--- config.mk ---
export PLATFORM = sky130hd
export DESIGN_NAME = ps2_mouse_tracker
export DESIGN_NICKNAME = d
export VERILOG_FILES = /design/src/rtl/ps2_mouse_tracker.sv
export SDC_FILE = /design/constraint.sdc
export NUM_CORES = 1
export LEC_CHECK = 0
export ABC_AREA = 1
export BUFFER_PORTS_ARGS = -buffer_cell sky130_fd_sc_hd__buf_2
export CORE_MARGIN = 10
export CORE_UTILIZATION = 53
export CTS_BUF_LIST = sky130_fd_sc_hd__clkbuf_4
export CTS_CLUSTER_SIZE = 12
export DETAILED_ROUTE_END_ITERATION = 8
export PLACE_DENSITY = 0.73
export SKIP_CTS_REPAIR_TIMING = 1
export SYNTH_ARGS = -nofsm -noshare
export SYNTH_HDL_FRONTEND = slang
export SYNTH_SLANG_ARGS = --single-unit
--- constraint.sdc ---
create_clock -name clk_in -period 4.48 [get_ports clk_in]
set_input_delay 0.896 -clock clk_in [delete_from_list [all_inputs] [get_ports clk_in]]
set_output_delay 0.896 -clock clk_in [all_outputs]
set_load 0.005 [all_outputs]
--- src/rtl/ps2_mouse_tracker.sv ---
// PS/2 mouse receiver: synchronises the pins, deserialises frames, assembles
// 3- or 4-byte packets and integrates scaled motion into a clamped cursor.
module ps2_mouse_tracker #(
  parameter int CANVAS_WIDTH   = 360,
  parameter int CANVAS_HEIGHT  = 720,
  parameter int PACKET_BYTES   = 3,
  parameter int SPEED_SHIFT    = 0,
  parameter int TIMEOUT_CYCLES = 50000
) (
  input  logic                             clk_in,
  input  logic                             rst_in,
  input  logic                             clk_ps2_raw,
  input  logic                             ps2_data,
  output logic [$clog2(CANVAS_WIDTH)-1:0]  mouse_x,
  output logic [$clog2(CANVAS_HEIGHT)-1:0] mouse_y,
  output logic [8:0]                       mouse_dx,
  output logic [8:0]                       mouse_dy,
  output logic [3:0]                       wheel,
  output logic [2:0]                       buttons,
  output logic                             click,
  output logic                             packet_valid,
  output logic                             frame_error
);
  localparam int XW = $clog2(CANVAS_WIDTH);
  localparam int YW = $clog2(CANVAS_HEIGHT);
  localparam int TW = $clog2(TIMEOUT_CYCLES + 1);

  typedef enum logic [1:0] {IDLE, DATA, PARITY, STOP} state_t;

  logic          clk_s1_q, clk_s1_d, clk_s2_q, clk_s2_d, clk_prev_q, clk_prev_d;
  logic          dat_s1_q, dat_s1_d, dat_s2_q, dat_s2_d;
  state_t        state_q, state_d;
  logic [2:0]    bit_cnt_q, bit_cnt_d;
  logic [7:0]    shift_q, shift_d;
  logic          par_ok_q, par_ok_d;
  logic [1:0]    idx_q, idx_d;
  logic [6:0]    hdr_q, hdr_d;
  logic [7:0]    b1_q, b1_d, b2_q, b2_d;
  logic [3:0]    wheel_raw_q, wheel_raw_d;
  logic          apply_q, apply_d;
  logic [TW-1:0] tmo_q, tmo_d;
  logic [XW-1:0] x_q, x_d;
  logic [YW-1:0] y_q, y_d;
  logic [8:0]    dx_q, dx_d, dy_q, dy_d;
  logic [3:0]    wheel_q, wheel_d;
  logic [2:0]    buttons_q, buttons_d;
  logic          click_q, click_d, pv_q, pv_d, fe_q, fe_d;

  logic               fall;
  logic [8:0]         dx_pkt, dy_pkt;
  logic signed [12:0] sx, sy;
  logic signed [31:0] x_sum, y_sum;
  logic [XW-1:0]      x_new;
  logic [YW-1:0]      y_new;

  assign fall = clk_prev_q & ~clk_s2_q;

  // hdr_q holds byte 0 without its always-one bit: {yovf, xovf, ysign, xsign, m, r, l}
  always_comb begin
    dx_pkt = {hdr_q[3], b1_q};
    if (hdr_q[5]) dx_pkt = hdr_q[3] ? 9'h100 : 9'h0FF;
    dy_pkt = {hdr_q[4], b2_q};
    if (hdr_q[6]) dy_pkt = hdr_q[4] ? 9'h100 : 9'h0FF;
    sx = $signed({{4{dx_pkt[8]}}, dx_pkt}) <<< SPEED_SHIFT;
    sy = $signed({{4{dy_pkt[8]}}, dy_pkt}) <<< SPEED_SHIFT;
    // Screen y grows downward while PS/2 +y is up, hence the subtraction.
    x_sum = $signed({{(32-XW){1'b0}}, x_q}) + $signed({{19{sx[12]}}, sx});
    y_sum = $signed({{(32-YW){1'b0}}, y_q}) - $signed({{19{sy[12]}}, sy});
    if (x_sum < 0)                      x_new = '0;
    else if (x_sum > CANVAS_WIDTH - 1)  x_new = XW'(CANVAS_WIDTH - 1);
    else                                x_new = x_sum[XW-1:0];
    if (y_sum < 0)                      y_new = '0;
    else if (y_sum > CANVAS_HEIGHT - 1) y_new = YW'(CANVAS_HEIGHT - 1);
    else                                y_new = y_sum[YW-1:0];
  end

  always_comb begin
    clk_s1_d = clk_ps2_raw;  clk_s2_d = clk_s1_q;  clk_prev_d = clk_s2_q;
    dat_s1_d = ps2_data;     dat_s2_d = dat_s1_q;
    state_d = state_q;  bit_cnt_d = bit_cnt_q;  shift_d = shift_q;  par_ok_d = par_ok_q;
    idx_d = idx_q;  hdr_d = hdr_q;  b1_d = b1_q;  b2_d = b2_q;  wheel_raw_d = wheel_raw_q;
    apply_d = 1'b0;  tmo_d = tmo_q;
    x_d = x_q;  y_d = y_q;  dx_d = dx_q;  dy_d = dy_q;  wheel_d = wheel_q;  buttons_d = buttons_q;
    click_d = 1'b0;  pv_d = 1'b0;  fe_d = 1'b0;

    if (fall) begin
      tmo_d = '0;
      case (state_q)
        IDLE: if (!dat_s2_q) begin
          state_d   = DATA;
          bit_cnt_d = '0;
        end
        DATA: begin
          shift_d   = {dat_s2_q, shift_q[7:1]};
          bit_cnt_d = bit_cnt_q + 3'd1;
          if (bit_cnt_q == 3'd7) state_d = PARITY;
        end
        PARITY: begin
          par_ok_d = ^{shift_q, dat_s2_q};
          state_d  = STOP;
        end
        default: begin
          state_d = IDLE;
          if (!(par_ok_q && dat_s2_q)) begin
            fe_d  = 1'b1;
            idx_d = '0;
          end else begin
            case (idx_q)
              2'd0: begin
                // Bit 3 of a header is always one; anything else means lost sync.
                if (!shift_q[3]) fe_d = 1'b1;
                else begin
                  hdr_d = {shift_q[7:4], shift_q[2:0]};
                  idx_d = 2'd1;
                end
              end
              2'd1: begin
                b1_d  = shift_q;
                idx_d = 2'd2;
              end
              2'd2: begin
                b2_d = shift_q;
                if (PACKET_BYTES == 4) idx_d = 2'd3;
                else begin
                  idx_d   = 2'd0;
                  apply_d = 1'b1;
                end
              end
              default: begin
                wheel_raw_d = shift_q[3:0];
                idx_d       = 2'd0;
                apply_d     = 1'b1;
              end
            endcase
          end
        end
      endcase
    end else if (state_q != IDLE || idx_q != 2'd0) begin
      if (tmo_q >= TW'(TIMEOUT_CYCLES - 1)) begin
        state_d = IDLE;
        idx_d   = '0;
        fe_d    = 1'b1;
        tmo_d   = '0;
      end else begin
        tmo_d = tmo_q + 1'b1;
      end
    end else begin
      tmo_d = '0;
    end

    if (apply_q) begin
      pv_d      = 1'b1;
      dx_d      = dx_pkt;
      dy_d      = dy_pkt;
      wheel_d   = (PACKET_BYTES == 4) ? wheel_raw_q : 4'd0;
      buttons_d = hdr_q[2:0];
      click_d   = hdr_q[0] & ~buttons_q[0];
      x_d       = x_new;
      y_d       = y_new;
    end
  end

  always_ff @(posedge clk_in) begin
    if (rst_in) begin
      clk_s1_q <= 1'b0;  clk_s2_q <= 1'b0;  clk_prev_q <= 1'b0;
      dat_s1_q <= 1'b0;  dat_s2_q <= 1'b0;
      state_q <= IDLE;  bit_cnt_q <= '0;  shift_q <= '0;  par_ok_q <= 1'b0;
      idx_q <= '0;  hdr_q <= '0;  b1_q <= '0;  b2_q <= '0;  wheel_raw_q <= '0;
      apply_q <= 1'b0;  tmo_q <= '0;
      x_q <= XW'(CANVAS_WIDTH / 2);  y_q <= YW'(CANVAS_HEIGHT / 2);
      dx_q <= '0;  dy_q <= '0;  wheel_q <= '0;  buttons_q <= '0;
      click_q <= 1'b0;  pv_q <= 1'b0;  fe_q <= 1'b0;
    end else begin
      clk_s1_q <= clk_s1_d;  clk_s2_q <= clk_s2_d;  clk_prev_q <= clk_prev_d;
      dat_s1_q <= dat_s1_d;  dat_s2_q <= dat_s2_d;
      state_q <= state_d;  bit_cnt_q <= bit_cnt_d;  shift_q <= shift_d;  par_ok_q <= par_ok_d;
      idx_q <= idx_d;  hdr_q <= hdr_d;  b1_q <= b1_d;  b2_q <= b2_d;  wheel_raw_q <= wheel_raw_d;
      apply_q <= apply_d;  tmo_q <= tmo_d;
      x_q <= x_d;  y_q <= y_d;
      dx_q <= dx_d;  dy_q <= dy_d;  wheel_q <= wheel_d;  buttons_q <= buttons_d;
      click_q <= click_d;  pv_q <= pv_d;  fe_q <= fe_d;
    end
  end

  assign mouse_x      = x_q;
  assign mouse_y      = y_q;
  assign mouse_dx     = dx_q;
  assign mouse_dy     = dy_q;
  assign wheel        = wheel_q;
  assign buttons      = buttons_q;
  assign click        = click_q;
  assign packet_valid = pv_q;
  assign frame_error  = fe_q;
endmodule

==> results of run 1 <==
-- state kept, by name, summed over array words and instances, names as in the netlist, 2 cells and up --
name       count
mouse_y       10
buttons        3
mouse_x        9
hdr_q          7
idx_q          2
shift_q        8
state_q        2
mouse_dx       9
mouse_dy       9
bit_cnt_q      3
b2_q           8
b1_q           8
tmo_q         16
-- Yosys cell counts (2+ instances only) --
master / n / area share (%)
nor3b_1: 2 / 0.28
xnor2_1: 12 / 2.0
nand4_1: 11 / 1.3
a22o_1: 3 / 0.49
dfxtp_1: 104 / 39
nand2_1: 179 / 13
nand3_1: 51 / 4.8
a211oi_1: 3 / 0.42
o21ai_0: 71 / 6.7
nand3b_1: 2 / 0.28
nor2_4: 2 / 0.42
xor2_1: 13 / 2.1
nor3_1: 11 / 1.0
buf_4: 4 / 0.56
o21bai_1: 2 / 0.28
inv_2: 5 / 0.35
o21ai_1: 3 / 0.28
fa_1: 2 / 0.75
inv_1: 100 / 7.1
nor2_1: 54 / 3.8
a21oi_1: 59 / 5.5
or2_2: 2 / 0.23
clkbuf_1: 17 / 1.2
nand2_2: 10 / 1.2
ha_1: 22 / 5.2
-- cell families after synthesis --
family          synth area share [%]
compound gates                  14.7
xor+xnor                        4.11
fa+ha+maj                       5.92
buf+inv                         9.52
flops                           39.1
other cells                   0.0704
simple gates                    26.6
-- layer usage --
layer / routed length (µm) / track usage [%]
met1: 5900 / 22.4
met2: 5970 / 29.9
met3: 597 / 3.58
met4: 150 / 5.20
met5: 0 / 0
-- power by group --
| part | leakage, nW | switching [mW] | internal [mW] |
|---|---|---|---|
| Combinational | 1.81 | 0.0217 | 0.00716 |
| Clock | 0.0707 | 0.311 | 0.182 |
| Sequential | 0.839 | 0.00154 | 0.928 |
| Total | 2.72 | 0.334 | 1.12 |
-- final cells by class --
type / count / area, µm² / share of cell area (%)
sequential: 104 / 2080 / 36.0
inverter: 106 / 398 / 6.88
timing repair buffer: 48 / 245 / 4.24
clock buffer: 11 / 82.6 / 1.43
clock inverter: 5 / 57.6 / 0.996
tap: 133 / 166 / 2.88
multi-input combinational: 528 / 2750 / 47.6
-- critical path: cells and delay by family, from the launching register on --
family          cells  cell delay (ns)
xor+xnor            1             0.16
buf+inv             3             0.26
simple gates        6             0.87
flops               1             0.42
compound gates      5             0.68
fa+ha+maj           2             0.63
-- cells in the final DEF (no fill, tap or decap), types with 13 or more instances in the layout --
cell	netlist	layout
a21oi_1	59	59
buf_2	0	46
dfxtp_1	104	104
ha_1	22	22
inv_1	100	100
nand2_1	179	179
nand3_1	51	51
nor2_1	54	53
o21ai_0	71	71
xor2_1	13	13
-- final timing paths --
kind	slack (ns)	startpoint	depth (start not counted)	to
worst min-delay path	0.41	dat_s1_q	2	dat_s2_q
worst max register to register	1.41	hdr_q[3]	17	mouse_x[8]
worst min register to register	0.41	dat_s1_q	2	dat_s2_q
worst max-delay path	1.41	hdr_q[3]	17	mouse_x[8]
-- stage by stage --
stage,worst slack (ns),instances,hold WS [ns],util (%)
CTS,1.43,935,0.417,59.1
floorplan,1.93,761,0.388,-
global route,1.06,935,0.427,59.1
finish,1.41,935,0.412,59.1
detailed placement,1.48,919,0.398,57.7
global placement,1.46,919,0.392,57.7
==> flow_metrics.py, run 1 <==
metrics = {
    "outcome": {
        "run_status": "finished clean",
    },
    "setup_path": {
        "cp_data_arrival_time_ns": 3.47,
        "cp-start-kind": "flip-flop",
        "worstPathMaxFanout": 8,
        "crit_type": "flip-flop to flip-flop",
        "crit_path_max_incr_delay_ns": 0.43,
        "critPathCaptureType": "flip-flop",
        "critPathRequiredTime_ns": 4.88,
        "crit_chain": "nand2_1 -> o21ai_0 -> inv_1 -> ha_1 -> inv_1 -> fa_1 -> inv_1 -> nand3_1 -> nand2_1 -> nand2_1 -> o211ai_1 -> a21oi_1 -> xor2_1 -> nand2_1 -> nor2_1 -> o21ai_0 -> o21ai_0",
        "crit_path_top_delay_cell": "fa_1",
        "critPathMostFrequentCell": "nand2_1",
    },
    "power_and_ir_drop": {
        "ir_drop_mv": 0.197,
        "p_leak_nw": 2.72,
        "power.density_nw_per_um2": 251,
        "total_power_mw": 1.45,
    },
    "placement": {
        "postPlaceCellArea_um2": 5640,
        "hpwlAfterDp_mm": 9.81,
        "port-buffer-count": 46,
        "place_congestion": 0.927,
    },
    "route": {
        "drtIter0Drc": 337,
        "wire_per_inst_um": 13.5,
        "drtPass1Iterations": 5,
        "vias": 4809,
        "drt_wl_total_mm": 12.6,
        "drtAntennaViolNets": 0,
        "drc": 0,
        "viasPerCell": 5.14,
    },
    "timing": {
        "worstMarginPinSlew_ns": 0.785,
        "max_freq_mhz": 325,
        "tns_ns": 0,
        "min_period_ns": 3.07,
        "min_period_over_period_pct": 68.6,
        "setup_viol": 0,
        "maxSlewViolCount": 0,
        "hold_violations": 0,
        "relSlewSlack_pct": 47.6,
        "finClkSkew_ns": 0.0145,
        "rsz0062_at_grt": "false",
    },
    "floorplan": {
        "io_pins": 51,
        "dieHeight_um": 120,
        "core_area_um2": 9770,
        "num_rows": 36,
        "dieArea_um2": 14500,
        "die_w_um": 120,
        "start_util_pct": 54.5,
    },
    "finish": {
        "final_layout_size_suffix_gt1_share_pct": 10.8,
        "fillerInstances": 983,
        "syn2layout_area_growth_pct": 8.58,
        "fin_area_um2": 5780,
        "nets": 825,
        "n_antenna_cell": 0,
    },
    "logic_synthesis": {
        "async_reset_ff_share_pct": 0,
        "synth-main-ff-cell": "dfxtp_1",
        "syn_area_um2": 5320,
        "synth.avg_cell_area_um2": 7.02,
        "ys_types": 39,
        "yosysWarnings": 0,
        "synthCells": 758,
        "synth-seq-cells": 104,
        "synth_edf_count": 0,
        "yosysSeqAreaShare_pct": 39.1,
    },
    "grt": {
        "grt_pass1_vias": 4582,
        "overflow": 0,
        "grt_usage_pct": 17.7,
        "grt_max_degree": 35,
        "antenna_found_initial": 0,
        "grt_pass1_wl_mm": 21.4,
    },
    "cts": {
        "clk_pin_slew_ns": 0.15,
        "clk_latency_ns": 0.46,
        "cts.path.max_buffers": 2,
        "clock-root-buffer": "clkbuf_4",
        "cts_made_buffers": 9,
        "htree_num_levels": 3,
        "cts_sinks": 104,
        "cts_tree": "yes",
    },
    "job": {
        "drv_cap": 0,
    },
    "hold_path": {
        "worstHoldPathType": "flip-flop to flip-flop",
    },
}
(Power assumes the default switching activity.)
==> run 2: changes to the inputs <==
- clock period: 4.48 -> 2.95 ns (I/O delays scaled with it)
==> run 2 against run 1 <==
  * Flip-flop and latch count did not move
  * Utilization increased by 0.51 points
  * Clock power up 50%
  * Highest routed layer unchanged
==> flow_metrics.py, run 2 (synthesis gave the netlist of run 1 again) <==
metrics = {
    "finish": {
        "final_cell_mix": "nand2_1, dfxtp_1, inv_1",
        "final_layout_size_suffix_gt1_share_pct": 12.1,
        "syn2layout_area_growth_pct": 9.52,
        "top_register": "tmo_q",
        "fin_cells": 940,
        "n_antenna_cell": 0,
        "fin_area_um2": 5830,
        "nets": 830,
        "largest_reg_flops": 16,
        "final_common_cell": "nand2_1",
    },
    "setup_path": {
        "cp_data_arrival_time_ns": 3.11,
        "ff2ff_setup_slack_ns": 0.25,
        "crit_end": "mouse_x[7]",
        "worst_r2r_endpoint": "mouse_x[7]",
        "startpoint": "hdr_q[5]",
        "r2r_cells": 16,
        "cp-start-kind": "flip-flop",
        "reg2reg_from": "hdr_q[5]",
        "crit_type": "flip-flop to flip-flop",
        "critPathRequiredTime_ns": 3.36,
        "critPathCaptureType": "flip-flop",
        "worstPathMaxFanout": 10,
    },
    "cts": {
        "cts_sinks": 104,
        "clock-root-buffer": "clkbuf_4",
        "clk_pin_slew_ns": 0.17,
        "cts_tree": "yes",
        "htree_num_levels": 3,
        "cts_made_buffers": 9,
        "cts.path.max_buffers": 2,
        "clk_latency_ns": 0.47,
    },
    "floorplan": {
        "start_util_pct": 54.5,
        "core_area_um2": 9770,
        "dieHeight_um": 120,
        "die_w_um": 120,
        "dieArea_um2": 14500,
        "num_rows": 36,
        "io_pins": 51,
    },
    "grt": {
        "grt_max_degree": 34,
        "antenna_found_initial": 0,
        "grt_usage_pct": 17.6,
        "grt_pass1_vias": 4583,
        "grt_pass1_wl_mm": 21.3,
        "overflow": 0,
    },
    "timing": {
        "min_period_ns": 2.70,
        "hold_violations": 0,
        "relSlewSlack_pct": 55.1,
        "tns_ns": 0,
        "hold_slack_ns": 0.306,
        "finClkSkew_ns": 0.0134,
        "min_period_over_period_pct": 91.4,
        "setup_viol": 0,
        "maxSlewViolCount": 0,
        "worstMarginPinSlew_ns": 0.672,
        "max_freq_mhz": 371,
    },
    "route": {
        "drtAntennaViolNets": 0,
        "drtIter0Drc": 315,
        "drt_wl_total_mm": 12.9,
        "vias": 4897,
        "wire_per_inst_um": 13.7,
        "viasPerCell": 5.21,
        "drtPass1Iterations": 5,
        "drc": 0,
    },
    "hold_path": {
        "worstHoldPathType": "input pin to flip-flop",
        "hp-start": "ps2_data",
    },
    "placement": {
        "hpwlAfterDp_mm": 10.1,
        "place_congestion": 0.921,
        "postPlaceCellArea_um2": 5680,
        "dp_cells": 924,
        "port-buffer-count": 46,
    },
    "outcome": {
        "run_status": "finished clean",
    },
    "power_and_ir_drop": {
        "p_leak_nw": 2.75,
        "power.density_nw_per_um2": 377,
        "ir_drop_mv": 0.335,
    },
    "job": {
        "drv_cap": 0,
    },
}
run 2: cell count changes in the layout (fill, tap and decap cells not counted), moves of 2 or more:
cell        delta
buf_4          +5
clkbuf_4       -2
clkinvlp_4     -2
inv_8          +4
nand2_1        -2
nand2_2        +2
run 2: layer usage:
metal	up-vias	part of all wire [%]	global-route usage (%)
met5	-	0	0
met4	0	1.8	6.33
met3	20	4.4	3.49
met2	110	47	29.4
met1	2234	47	22.2
li1	2533	-	-
run 2: area by class of cell:
class	count	area [µm²]
inverter	106	398
tap	133	166
clock buffer	9	67.6
sequential	104	2090
fill	950	3940
timing repair buffer	53	283
multi-input combinational	528	2760
clock inverter	7	71.3
run 2: worst min-delay path by stage:
stage | endpoint | slack [ns] | cells after the start
2_1_floorplan | clk_prev_d | 0.39 | 2
3_3_place_gp | dat_s2_q | 0.39 | 2
3_5_place_dp | dat_s2_q | 0.39 | 2
4_1_cts | dat_s1_q | 0.28 | 3
5_1_grt | dat_s1_q | 0.28 | 3
6_report | dat_s1_q | 0.31 | 3
run 2: critical path, stage by stage, from the launching register on:
cell and delay [ns]:
dfxtp_4 0.41, nand2_2 0.12, o21ai_1 0.10, inv_1 0.06, ha_1 0.18, inv_1 0.09, fa_2 0.36, inv_1 0.06
nand3_1 0.06, nand2_1 0.12, nand2_1 0.06, o211ai_1 0.13, a21oi_1 0.12, xor2_1 0.20, nand2_2 0.12, or2_2 0.29
o21ai_0 0.16
run 2: power breakdown:
group          total [mW]  leakage (nW)  internal [mW]  switching (mW)
combinational      0.0475          1.83         0.0134          0.0341
sequential           1.41         0.839           1.41         0.00231
clock               0.739        0.0784          0.204           0.535
total                2.20          2.75           1.63           0.572
run 2: stage by stage:
| step | setup slack, ns | util (%) | total power, mW |
|---|---|---|---|
| finish | 0.253 | 59.7 | 2.20 |
| global route | -0.00186 | 59.7 | 2.28 |
| CTS | 0.0901 | 59.5 | 2.22 |
| detailed placement | 0.131 | 58.1 | 1.49 |
| global placement | 0.242 | 58.1 | 1.49 |
| floorplan | 0.401 | - | 1.48 |
==> run 3: changes to the inputs <==
--- a/config.mk
+++ b/config.mk
@@ -7,3 +7,2 @@
 export LEC_CHECK = 0
-export ABC_AREA = 1
 export BUFFER_PORTS_ARGS = -buffer_cell sky130_fd_sc_hd__buf_2
@@ -14,3 +13,3 @@
 export DETAILED_ROUTE_END_ITERATION = 8
-export PLACE_DENSITY = 0.73
+export PLACE_DENSITY = 0.72
 export SKIP_CTS_REPAIR_TIMING = 1
--- a/constraint.sdc
+++ b/constraint.sdc
@@ -3,2 +3,2 @@
 set_output_delay 0.59 -clock clk_in [all_outputs]
-set_load 0.005 [all_outputs]
+set_load 0.05 [all_outputs]
==> run 3 against run 2 <==
  * Utilization grew 4.5 points
  * Worst hold slack gained 0.045 ns
  * Clock power shrank 8.9%
  * Via count shrank 8.7%
  * Sequential power is essentially flat
  * Combinational power shrank 7.8%
  * Synthesized area grew 1.7%
  * The run now ends with negative setup slack left
==> flow_metrics.py, run 3 <==
metrics = {
    "timing": {
        "worstMarginPinSlew_ns": 1.12,
        "min_period_ns": 3.01,
        "maxSlewViolCount": 0,
        "hold_violations": 0,
        "setup_slack_ns": -0.0615,
        "relSlewSlack_pct": 25.0,
        "finClkSkew_ns": 0.0160,
        "setup_viol": 3,
        "rsz0062_at_grt": "true",
        "min_period_over_period_pct": 102,
        "max_freq_mhz": 332,
    },
    "setup_path": {
        "path_depth": 13,
        "ff2ff_setup_slack_ns": -0.06,
        "worstPathMaxFanout": 8,
        "cp-start-kind": "flip-flop",
        "crit_family": "compound AO/OA/AOI/OAI gates",
        "crit_path_max_incr_delay_ns": 0.39,
        "crit_chain": "nor2b_4 -> a21o_1 -> ha_4 -> inv_2 -> fa_2 -> o221ai_2 -> o221ai_2 -> o21ai_2 -> maj3_2 -> o221ai_4 -> mux2i_4 -> a31oi_1 -> a211o_1",
        "critPathRequiredTime_ns": 3.30,
        "crit_type": "flip-flop to flip-flop",
        "crit_path_top_delay_cell": "dfxtp_4",
        "startpoint": "hdr_q[6]",
        "r2r_cells": 13,
        "reg2reg_from": "hdr_q[6]",
        "critPathCaptureType": "flip-flop",
        "worst_r2r_endpoint": "mouse_y[6]",
        "cp_data_arrival_time_ns": 3.36,
        "critPathMostFrequentCell": "o221ai_2",
        "critPathBufInv": 1,
    },
    "grt": {
        "grt_max_degree": 60,
        "overflow": 0,
        "grt_usage_pct": 17.0,
        "grt_pass1_wl_mm": 21.1,
        "antenna_found_initial": 0,
        "grt_pass1_vias": 4362,
    },
    "finish": {
        "final_layout_size_suffix_gt1_share_pct": 25.0,
        "final-seq-area_um2": 2090,
        "fin_area_um2": 6330,
        "top_register": "tmo_q",
        "nets": 706,
        "largest_reg_flops": 16,
        "multi_input_area_um2": 3280,
        "final_cell_mix": "dfxtp_1, nor2_1, nand2_1",
        "syn2layout_area_growth_pct": 16.9,
        "final_common_cell": "dfxtp_1",
        "fillerInstances": 870,
        "n_antenna_cell": 0,
    },
    "logic_synthesis": {
        "synth.avg_cell_area_um2": 8.89,
        "yosysWarnings": 0,
        "synth_common_cells": "dfxtp_1, nor2_1, nand2_1",
        "yosysTopAreaCell": "dfxtp_1",
        "yosysSeqAreaShare_pct": 38.4,
        "synthCells": 609,
        "ys_types": 72,
        "async_reset_ff_share_pct": 0,
        "synth.area.top_cells": "dfxtp_1, mux2i_1, nor2_1",
        "syn_area_um2": 5420,
        "synth_edf_count": 0,
        "yosysMostFrequentCell": "dfxtp_1",
        "post-synth-top-area-fraction_pct": 38.4,
        "synth-main-ff-cell": "dfxtp_1",
        "synth-seq-cells": 104,
    },
    "cts": {
        "clk_latency_ns": 0.45,
        "clk_pin_slew_ns": 0.17,
        "cts_made_buffers": 9,
        "cts_tree": "yes",
        "cts.path.max_buffers": 2,
        "cts_sinks": 104,
        "clock-root-buffer": "clkbuf_4",
        "htree_num_levels": 3,
    },
    "power_and_ir_drop": {
        "p_leak_nw": 2.48,
        "power.density_nw_per_um2": 336,
        "ir_drop_mv": 0.291,
        "total_power_mw": 2.12,
    },
    "placement": {
        "hpwlAfterDp_mm": 9.19,
        "postPlaceCellArea_um2": 5930,
        "port-buffer-count": 46,
        "place_congestion": 0.932,
        "place_ws_ns": -0.112,
    },
    "route": {
        "wire_per_inst_um": 15.7,
        "drt_wl_total_mm": 12.8,
        "drtAntennaViolNets": 0,
        "drtPass1Iterations": 4,
        "drtIter0Drc": 242,
        "vias": 4470,
        "drc": 0,
        "viasPerCell": 5.48,
    },
    "hold_path": {
        "hp-start": "clk_ps2_raw",
        "worstHoldEndpoint": "clk_s1_q",
        "whs_path_depth": 2,
        "worstHoldPathType": "input pin to flip-flop",
    },
    "floorplan": {
        "start_util_pct": 54.9,
        "io_pins": 51,
        "dieHeight_um": 121,
        "dieArea_um2": 14700,
        "num_rows": 36,
        "die_w_um": 121,
        "core_area_um2": 9860,
    },
    "outcome": {
        "run_status": "complete, but fails checks",
        "violations": "negative setup slack",
    },
    "job": {
        "drv_cap": 0,
    },
}
## run 3: stage by stage
stage	hold WS (ns)	std cells	TNS, ns	utilization, %
after global routing	0.343	816	-1.49	64.2
after global placement	0.417	792	-0.0484	60.1
final	0.350	816	-0.127	64.2
after detailed placement	0.434	792	-0.393	60.1
after CTS	0.344	808	-0.928	61.4
after floorplan	0.413	612	0	-
## run 3: layout make-up
cell class	count	share of cell area, %
Clock buffer	9	1.07
Timing Repair Buffer	86	8.44
Clock inverter	7	0.811
Multi-Input combinational cell	440	51.8
Sequential cell	104	33.1
Tap cell	133	2.63
Inverter	37	2.19
## run 3: where the power goes
group | internal, mW | leakage, nW | switching [mW]
combinational | 0.00763 | 1.57 | 0.0362
sequential | 1.41 | 0.842 | 0.00150
clock | 0.182 | 0.0684 | 0.491
total | 1.60 | 2.48 | 0.529
## run 3: cells by family (layout without fill, tap and decap cells)
family	after synthesis	in the layout	share of synthesized area, %
xor gates and xnor gates	41	41	6.91
adders and majority gates	26	26	6.22
buffers and inverters	68	139	5.38
DFF	104	104	38.4
and+or+nand+nor	194	194	17.1
AOI/OAI and AO/OA	144	144	19.9
other	1	4	0.0692
muxes	31	31	5.96
## run 3: routing by layer
layer / vias to the layer above / GRT usage (%) / wire length, µm
met2: 90 / 27.7 / 6160
li1: 2252 / - / -
met5: - / 0 / 0
met3: 10 / 3.72 / 617
met4: 0 / 4.00 / 95
met1: 2118 / 22.2 / 5930
## run 3: worst max path at each step
stage / end / slack [ns]
2_1_floorplan: mouse_x[7] / 0.006
3_3_place_gp: mouse_x[3] / -0.03
3_5_place_dp: mouse_x[7] / -0.11
4_1_cts: mouse_x[7] / -0.14
5_1_grt: mouse_y[3] / -0.18
6_report: mouse_y[6] / -0.06
